==> src/rtl/bus_master_port.sv <==
// Initiator end of the serial address/data bus: serialises a parallel request into
// address, ack wait, write/read data and (on writes) a second ack wait, with ack timeout.
module bus_master_port #(
    parameter int ADDR_WIDTH  = 16,
    parameter int DATA_WIDTH  = 8,
    parameter int ACK_TIMEOUT = 15
) (
    input  logic                  CLK,
    input  logic                  RST,
    input  logic                  M_START,
    input  logic                  M_RW,
    input  logic [ADDR_WIDTH-1:0] M_ADDR,
    input  logic [DATA_WIDTH-1:0] M_DIN,
    output logic                  M_READY,
    output logic                  M_DONE,
    output logic                  M_DVALID,
    output logic [DATA_WIDTH-1:0] M_DOUT,
    output logic                  M_ERR,
    output logic                  AD_SEL,
    output logic                  B_RW,
    output logic                  B_BUS_OUT,
    input  logic                  B_BUS_IN,
    input  logic                  B_ACK,
    input  logic                  B_SBSY
);

    localparam int MAX_AD  = (ADDR_WIDTH > DATA_WIDTH) ? ADDR_WIDTH : DATA_WIDTH;
    localparam int MAX_ALL = (MAX_AD > ACK_TIMEOUT) ? MAX_AD : ACK_TIMEOUT;
    localparam int CW      = $clog2(MAX_ALL + 1);

    localparam logic [CW-1:0] ADDR_LAST = CW'(ADDR_WIDTH - 1);
    localparam logic [CW-1:0] DATA_LAST = CW'(DATA_WIDTH - 1);
    localparam logic [CW-1:0] ACK_LAST  = CW'(ACK_TIMEOUT - 1);

    typedef enum logic [2:0] {
        IDLE,
        ADDR,
        ACK_A,
        WDATA,
        ACK_W,
        RDATA
    } state_e;

    state_e                state_q, state_d;
    logic [CW-1:0]         cnt_q, cnt_d;
    logic [ADDR_WIDTH-1:0] addr_q, addr_d;
    logic [DATA_WIDTH-1:0] data_q, data_d;
    logic [DATA_WIDTH-1:0] shift_q, shift_d;
    logic [DATA_WIDTH-1:0] dout_q, dout_d;
    logic                  rw_q, rw_d;
    logic                  hold_q, hold_d;
    logic                  ad_sel_q, ad_sel_d;
    logic                  b_rw_q, b_rw_d;
    logic                  bus_out_q, bus_out_d;
    logic                  done_q, done_d;
    logic                  dvalid_q, dvalid_d;
    logic                  err_q, err_d;
    logic [ADDR_WIDTH-1:0] addr_shifted;
    logic [DATA_WIDTH-1:0] data_shifted;

    // hold_q blocks a restart in the first idle cycle after any transaction.
    assign M_READY = (state_q == IDLE) && !hold_q && !B_SBSY;

    always_comb begin
        // NOTE: every variable gets a default before the case so no path leaves it unassigned (no latches).
        state_d      = state_q;
        addr_d       = addr_q;
        data_d       = data_q;
        rw_d         = rw_q;
        shift_d      = shift_q;
        dout_d       = dout_q;
        done_d       = 1'b0;
        dvalid_d     = 1'b0;
        err_d        = 1'b0;
        ad_sel_d     = 1'b0;
        b_rw_d       = 1'b0;
        bus_out_d    = 1'b0;
        addr_shifted = '0;
        data_shifted = '0;

        case (state_q)
            IDLE: begin
                if (M_START && M_READY) begin
                    state_d = ADDR;
                    addr_d  = M_ADDR;
                    data_d  = M_DIN;
                    rw_d    = M_RW;
                end
            end
            ADDR: begin
                if (cnt_q == ADDR_LAST) state_d = ACK_A;
            end
            ACK_A: begin
                if (B_ACK) begin
                    state_d = rw_q ? WDATA : RDATA;
                end else if (cnt_q == ACK_LAST) begin
                    state_d = IDLE;
                    err_d   = 1'b1;
                end
            end
            WDATA: begin
                if (cnt_q == DATA_LAST) state_d = ACK_W;
            end
            ACK_W: begin
                if (B_ACK) begin
                    state_d = IDLE;
                    done_d  = 1'b1;
                end else if (cnt_q == ACK_LAST) begin
                    state_d = IDLE;
                    err_d   = 1'b1;
                end
            end
            RDATA: begin
                // Shift in from the top so the first sampled bit ends up in bit 0.
                shift_d = {B_BUS_IN, shift_q[DATA_WIDTH-1:1]};
                if (cnt_q == DATA_LAST) begin
                    state_d  = IDLE;
                    dout_d   = shift_d;
                    done_d   = 1'b1;
                    dvalid_d = 1'b1;
                end
            end
            default: state_d = IDLE;
        endcase

        cnt_d  = ((state_d != state_q) || (state_q == IDLE)) ? '0 : cnt_q + 1'b1;
        hold_d = (state_d == IDLE) && (state_q != IDLE);

        // Bus outputs are registered, so they are derived from the state/count being entered.
        addr_shifted = addr_d >> cnt_d;
        data_shifted = data_d >> cnt_d;
        if (state_d != IDLE) begin
            ad_sel_d = 1'b1;
            b_rw_d   = rw_d;
        end
        if (state_d == ADDR) begin
            bus_out_d = addr_shifted[0];
        end else if (state_d == WDATA) begin
            bus_out_d = data_shifted[0];
        end
    end

    always_ff @(posedge CLK) begin
        if (RST) begin
            state_q   <= IDLE;
            cnt_q     <= '0;
            addr_q    <= '0;
            data_q    <= '0;
            shift_q   <= '0;
            dout_q    <= '0;
            rw_q      <= 1'b0;
            hold_q    <= 1'b0;
            ad_sel_q  <= 1'b0;
            b_rw_q    <= 1'b0;
            bus_out_q <= 1'b0;
            done_q    <= 1'b0;
            dvalid_q  <= 1'b0;
            err_q     <= 1'b0;
        end else begin
            // NOTE: non-blocking assignments so every register samples pre-edge values.
            state_q   <= state_d;
            cnt_q     <= cnt_d;
            addr_q    <= addr_d;
            data_q    <= data_d;
            shift_q   <= shift_d;
            dout_q    <= dout_d;
            rw_q      <= rw_d;
            hold_q    <= hold_d;
            ad_sel_q  <= ad_sel_d;
            b_rw_q    <= b_rw_d;
            bus_out_q <= bus_out_d;
            done_q    <= done_d;
            dvalid_q  <= dvalid_d;
            err_q     <= err_d;
        end
    end

    assign M_DONE    = done_q;
    assign M_DVALID  = dvalid_q;
    assign M_DOUT    = dout_q;
    assign M_ERR     = err_q;
    assign AD_SEL    = ad_sel_q;
    assign B_RW      = b_rw_q;
    assign B_BUS_OUT = bus_out_q;

endmodule

==> config.mk <==
export PLATFORM = sky130hd
export DESIGN_NAME = bus_master_port
export DESIGN_NICKNAME = d
export VERILOG_FILES = /design/src/rtl/bus_master_port.sv
export SDC_FILE = /design/constraint.sdc
export NUM_CORES = 1
export LEC_CHECK = 0
export ABC_AREA = 1
export CORE_ASPECT_RATIO = 0.75
export CORE_UTILIZATION = 30
export CTS_BUF_LIST = sky130_fd_sc_hd__clkbuf_8 sky130_fd_sc_hd__clkbuf_16
export CTS_CLUSTER_DIAMETER = 30
export DETAILED_ROUTE_END_ITERATION = 10
export DONT_BUFFER_PORTS = 1
export PLACE_DENSITY_LB_ADDON = 0.3
export SLEW_MARGIN = 10
export SYNTH_ARGS = -nofsm -noshare
export SYNTH_HDL_FRONTEND = slang
export SYNTH_SLANG_ARGS = --single-unit
==> constraint.sdc <==
create_clock -name CLK -period 2.4 [get_ports CLK]
set_input_delay 0.36 -clock CLK [delete_from_list [all_inputs] [get_ports CLK]]
set_output_delay 0.36 -clock CLK [all_outputs]
set_load 0.02 [all_outputs]
# Yosys cells after proc, flatten, opt, wreduce, memory -nomap -nowiden
# Index checks and enable logic that the tools add are counted.
[op_classes]
add_sub_neg = 1
eq_ne = 11
shifts = 2
n_mux = 23
n_bitwise = 3
n_reduce_logical = 16
[op_table]
columns = ["op", "n"]
rows = [
  ["2-to-1 mux 16 bit", 2],
  ["2-to-1 mux 3 bit", 8],
  ["case mux 3 bit (6 select lines)", 1],
  ["2-to-1 mux 8 bit", 2],
  [">> shifter 16 x 5 -> 1 bit", 1],
  ["== test 5 x 4 -> 1 bit, second input constant", 2],
  ["== test 3 x 2 -> 1 bit, second input constant", 3],
  ["2-to-1 mux 1 bit", 8],
  [">> shifter 8 x 5 -> 1 bit", 1],
  ["== test 3 x 1 -> 1 bit, second input constant", 2],
  ["== test 3 bit, second input constant", 2],
  ["zero test 3 bit", 2],
  ["nonzero test 3 bit", 2],
  ["OR reduction 2 bit", 3],
  ["adder 5 x 1 -> 5 bit, second input constant", 1],
  ["== test 5 x 3 -> 1 bit, second input constant", 1],
  ["2-to-1 mux 5 bit", 1],
  ["logical AND 1 bit", 4],
  ["!= test 3 bit", 1],
  ["NOT 1 bit", 3],
  ["OR reduction 3 bit", 1],
  ["zero test 1 bit", 2],
  ["case mux 1 bit (2 select lines)", 1],
  ["AND reduction 2 bit", 1],
  ["logical OR 1 bit", 1],
]
[word_totals]
regBits = 56
in_bits = 31
out_inout_bits = 15
elab_cells = 70

# Logic depth before layout (Yosys ltp)
[logic_depth]
ltp_word = 12
depth_mapped = 20
mapped_depth_nobuf = 19

# Worst setup path after synthesis
# OpenSTA, ideal clock, no wires.
[synth_timing]
path_type = "reg2reg"
startpoint = "register cnt_q[0]"
endpoint = "register bus_out_q, in the netlist B_BUS_OUT"
setup_time_ps = 115
t_arrival_ps = 2013
required_ps = 2285
setup_slack_ps = 272
path_stages_with_launch = 21
n_path_buf = 2
synth_period_minus_slack_ps = 2128
path_cell_list = "dfxtp_1 > inv_1 > clkbuf_1 > ha_1 > nand2_1 > inv_1 > nand2_1 > nand2_1 > nand2_1 > nand2_1 > nand3_2 > nand2_2 > nor2_4 > buf_6 > nand3b_4 > inv_2 > nand3_1 > nand3_1 > nand3_1 > nand3_1 > a21oi_2"
[synth_via]
elab_chain_cells = 10
elab_cells_between_ends = 20
cone_classes = "add/sub: 1; eq/ne: 6; shift: 2; mux: 10; reduce/logical: 1"
[synth_rtl]
columns = ["element", "line", "source"]
rows = [
  ["start, declared", "45", "logic [CW-1:0] cnt_q, cnt_d;"],
  ["start signal, assigned", "162", "cnt_q <= cnt_d;"],
  ["== test 5 x 4 -> 1 bit", "96, 108", ""],
  ["2-to-1 mux 3 bit", "96, 108", ""],
  ["2-to-1 mux 3 bit, on equally long branches", "105, 94", ""],
  ["case mux 3 bit (6 select lines)", "81", "case (state_q)"],
  ["!= test 3 bit", "126", "cnt_d = ((state_d != state_q) || (state_q == IDLE)) ? '0 : cnt_q + 1'b1;"],
  ["logical OR 1 bit", "126", ""],
  ["2-to-1 mux 5 bit", "126", ""],
  [">> shifter 8 x 5 -> 1 bit", "131", "data_shifted = data_d >> cnt_d;"],
  ["2-to-1 mux 1 bit", "138", "end else if (state_d == WDATA) begin"],
  ["2-to-1 mux 1 bit *", "136", "if (state_d == ADDR) begin"],
  ["end signal, assigned", "171", "bus_out_q <= bus_out_d;"],
  ["end, declared", "54", "logic bus_out_q, bus_out_d;"],
]
# Mark *: on every way between the ends. The rest lies on a longest branch, timed or not.
# A chain may end at the register's enable or synchronous reset.

# Final worst setup path
[layout_timing]
startpoint = "register cnt_q[1]"
endpoint = "register bus_out_q, in the netlist B_BUS_OUT"
# The elaborated chain is that of the path after synthesis.

==> qor.csv <==
stage;metric;value;unit
synthesis;async_flop_share;0;%
drt;drt-initial-drc-count;205;
drt;wl_met3;400;um
synthesis;synth_common_cells;inv_1, nand2_1, nor2_1;
critical_path;slowest_stage;dfxtp_4;
global_route;grt_overflow;0;
final_layout;nets;427;
clock_tree;cts.sinks;55;
drt;dr_total_vias;2327;
drt;routed.top_layer;met4;
die;die_y;84.0;um
clock_tree;cts.clk_slew.worst_paths;70;ps
drt;ant_nets;0;
clock_tree;clockBufferDepth;2;
drt;drc;8;
die;core_area;0.00856;mm2
drt;routedWlPerCell;12.4;um
critical_path;crit_path_end_kind;flip-flop;
clock_tree;ctsRootBufferMaster;clkbuf_16;
job;cap_violations;0;
drt;drt-total-wl;6220;um
die;core.rowCount;29;
hold_path;min_path_type;input pin to flip-flop;
synthesis;synth-seq-area-share;40.9;%
critical_path;crit_end;B_BUS_OUT$_SDFF_PP0_;
placement;dpl.hpwl;4330;um
synthesis;ys_ff_latch;55;
critical_path;rr_startpoint;cnt_q[1]$_SDFF_PP0_;
timing;setup_slack;72.3;ps
critical_path;crit_path_cell_trace;ha_4 -> nand2_2 -> nor2_2 -> ha_2 -> nand4_1 -> nand2_1 -> inv_2 -> nand3_2 -> nand2_2 -> nor2_4 -> buf_6 -> buf_4 -> nand4_1 -> nand3_2 -> nand3_1 -> nand3_1 -> nand3_2 -> a21oi_2;
final_layout;synthToLayoutAreaGrowth;17.6;%
pwr;power.total;2170;uW
global_route;grt_use_total;13.2;%
placement;gp_congestion;0.860;
clock_tree;cts_buffers;5;
pwr;p_per_area;684;mW/mm2
critical_path;critPathMaxFanout;6;
die;die-width;111;um
synthesis;yosys-top-cells-area;dfxtp_1, inv_1, nand2_1, nor2_1, nand3_1;
final_layout;n_antenna_cell;0;
timing;clock.fmax;0.430;GHz
critical_path;r2r-end;B_BUS_OUT$_SDFF_PP0_;
timing;hold_viol;0;
timing;min_period;2330;ps
timing;maxSlewHeadroom;71.2;%
global_route;grt_max_degree;49;
critical_path;rrSetupSlack;70;ps
timing;finalCritPeriodShare;97.0;%
clock_tree;clk_latency;290;ps
critical_path;cp-startpoint;cnt_q[1]$_SDFF_PP0_;
synthesis;synth_ff_type;dfxtp_1;
drt;firstDrtPassIters;7;
critical_path;cpMostUsedCell;nand3_2;
synthesis;yosysUniqueCellTypes;31;
timing;final-setup-viol-count;0;
pwr;ir_drop;0.000304;V
drt;wl_met2;2700;um
final_layout;fillers;908;
critical_path;critPathKind;flip-flop to flip-flop;
synthesis;syn_area;0.00269;mm2
drt;via_per_inst;4.64;
synthesis;synth_nets;419;
clock_tree;cts_hold_buf;0;
synthesis;synth_top_area_share;40.9;%
critical_path;rr_worst_depth;18;
placement;io_buffers;0;
outcome;status;finished, violations left;
placement;pre_cts_slack;26.8;ps
outcome;violations;design-rule violations;
timing;timing_worst_slew_pin_value;432;ps
die;dieArea;0.00935;mm2
synthesis;synth-warning-count;0;
die;initial_core_util;31.4;%
critical_path;crit_required;2630;ps
synthesis;synth_top_area_cell;dfxtp_1;
pwr;p_leak;0.00151;uW
die;io_pins;46;
synthesis;synthCells;385;
clock_tree;cts_tree;yes;
global_route;grt_pass1_vias;2051;
final_layout;drive_above_1_share;18.0;%
timing;slew_violations;0;
critical_path;cp_slowest_stage_delay;370;ps
synthesis;synth_edf_count;0;
global_route;antenna_found_initial;0;
synthesis;synth.most_common_cell;inv_1;
critical_path;crit_arrival;2560;ps
critical_path;cp-start-kind;flip-flop;
global_route;grt_pass1_wl;9890;um
clock_tree;htree_levels;2;
synthesis;syn_avg_cell_area;6.99;um2
timing;skew;7.39;ps
drt;wl_met1;3040;um
[final cells by class]
type	count	area (um2)	share of cell area, %
clock buffers	5	125	3.95
clock inverters	3	63.8	2.02
inverters	70	268	8.46
multi-input cells	244	1330	41.9
flip-flops and latches	55	1110	35.0
well taps	108	135	4.27
repair buffers	17	139	4.39
[layer usage]
layer | track usage [%] | vias to the layer above
met2 | 18.9 | 51
met3 | 3.63 | 9
li1 | - | 1220
met4 | 4.79 | 0
met5 | 0 | -
met1 | 18.7 | 1047
[per-stage QoR]
stage / hold slack (ps) / setup TNS [ps] / instance area (um2) / util (%) / std cells
finish: 137 / 0 / 3160 / 37.0 / 502
global route: 122 / -60.6 / 3160 / 37.0 / 502
CTS: 127 / 0 / 2980 / 34.8 / 494
detailed placement: 436 / 0 / 2790 / 32.6 / 486
global placement: 435 / 0 / 2790 / 32.6 / 486
floorplan: 435 / 0 / 2690 / - / 385
[power breakdown]
| group | leakage, uW | internal (uW) | total [uW] | switching (uW) |
|---|---|---|---|---|
| clock network | 0.0000952 | 594 | 920 | 326 |
| registers | 0.000449 | 948 | 962 | 14.0 |
| logic | 0.000964 | 111 | 284 | 173 |
[worst min-delay path by stage]
stage	slack, ps	endpoint	depth (start not counted)	startpoint
2_1_floorplan	440	M_DOUT[2]$_SDFFE_PP0P_	2	shift_q[3]$_SDFFE_PP0N_
3_5_place_dp	440	M_DONE$_SDFF_PP0_	1	RST
5_1_grt	120	data_q[2]$_SDFF_PP0_	1	RST
4_1_cts	130	M_DONE$_SDFF_PP0_	1	RST
6_report	140	rw_q$_SDFF_PP0_	1	RST
3_3_place_gp	440	addr_q[5]$_SDFF_PP0_	1	RST
[layout by cell type, fill, tap and decap left out, types with 2 or more instances in the layout]
cell type / instances
o21a_1: 9
o21ai_1: 7
bufinv_16: 2
a31oi_1: 4
nor2_1: 56
inv_2: 5
nor3_4: 2
buf_6: 3
clkbuf_16: 5
a21oi_1: 6
dfxtp_1: 53
dfxtp_4: 2
nand2_1: 62
nand3_1: 24
nor2_2: 6
nor2_4: 2
nand4_1: 11
buf_4: 14
nand2_4: 2
nand3_2: 11
o21ai_0: 20
inv_1: 65
nand2_2: 9
[what timing repair did]
action                                  4_1_cts  5_1_grt
buffers inserted                              0        8
gates resized for setup                       0       32
endpoints found under the setup margin        0        1
[registers in the layout (all words and copies together), names as in the netlist, 3 cells and up]
name and cells:
state_q 3, M_DOUT 8, cnt_q 5, shift_q 7, addr_q 16, data_q 8
[cell families after synthesis]
group	after synthesis	synth area share, %
buffers and inverters	86	13.5
adder cells (fa/ha/maj)	3	1.40
AND/OR/NAND/NOR	191	33.3
XOR/XNOR	1	0.326
flip-flops	55	40.9
multiplexers	1	0.372
AO/OA/AOI/OAI	48	10.2
[critical path, delay by kind of cell (launching register included)]
family / cells / cell delay, ps
flops: 1 / 370
fa+ha+maj: 2 / 310
buf+inv: 3 / 330
compound gates: 1 / 110
simple gates: 12 / 1160
Note: power is estimated with default switching activity, not from simulation.
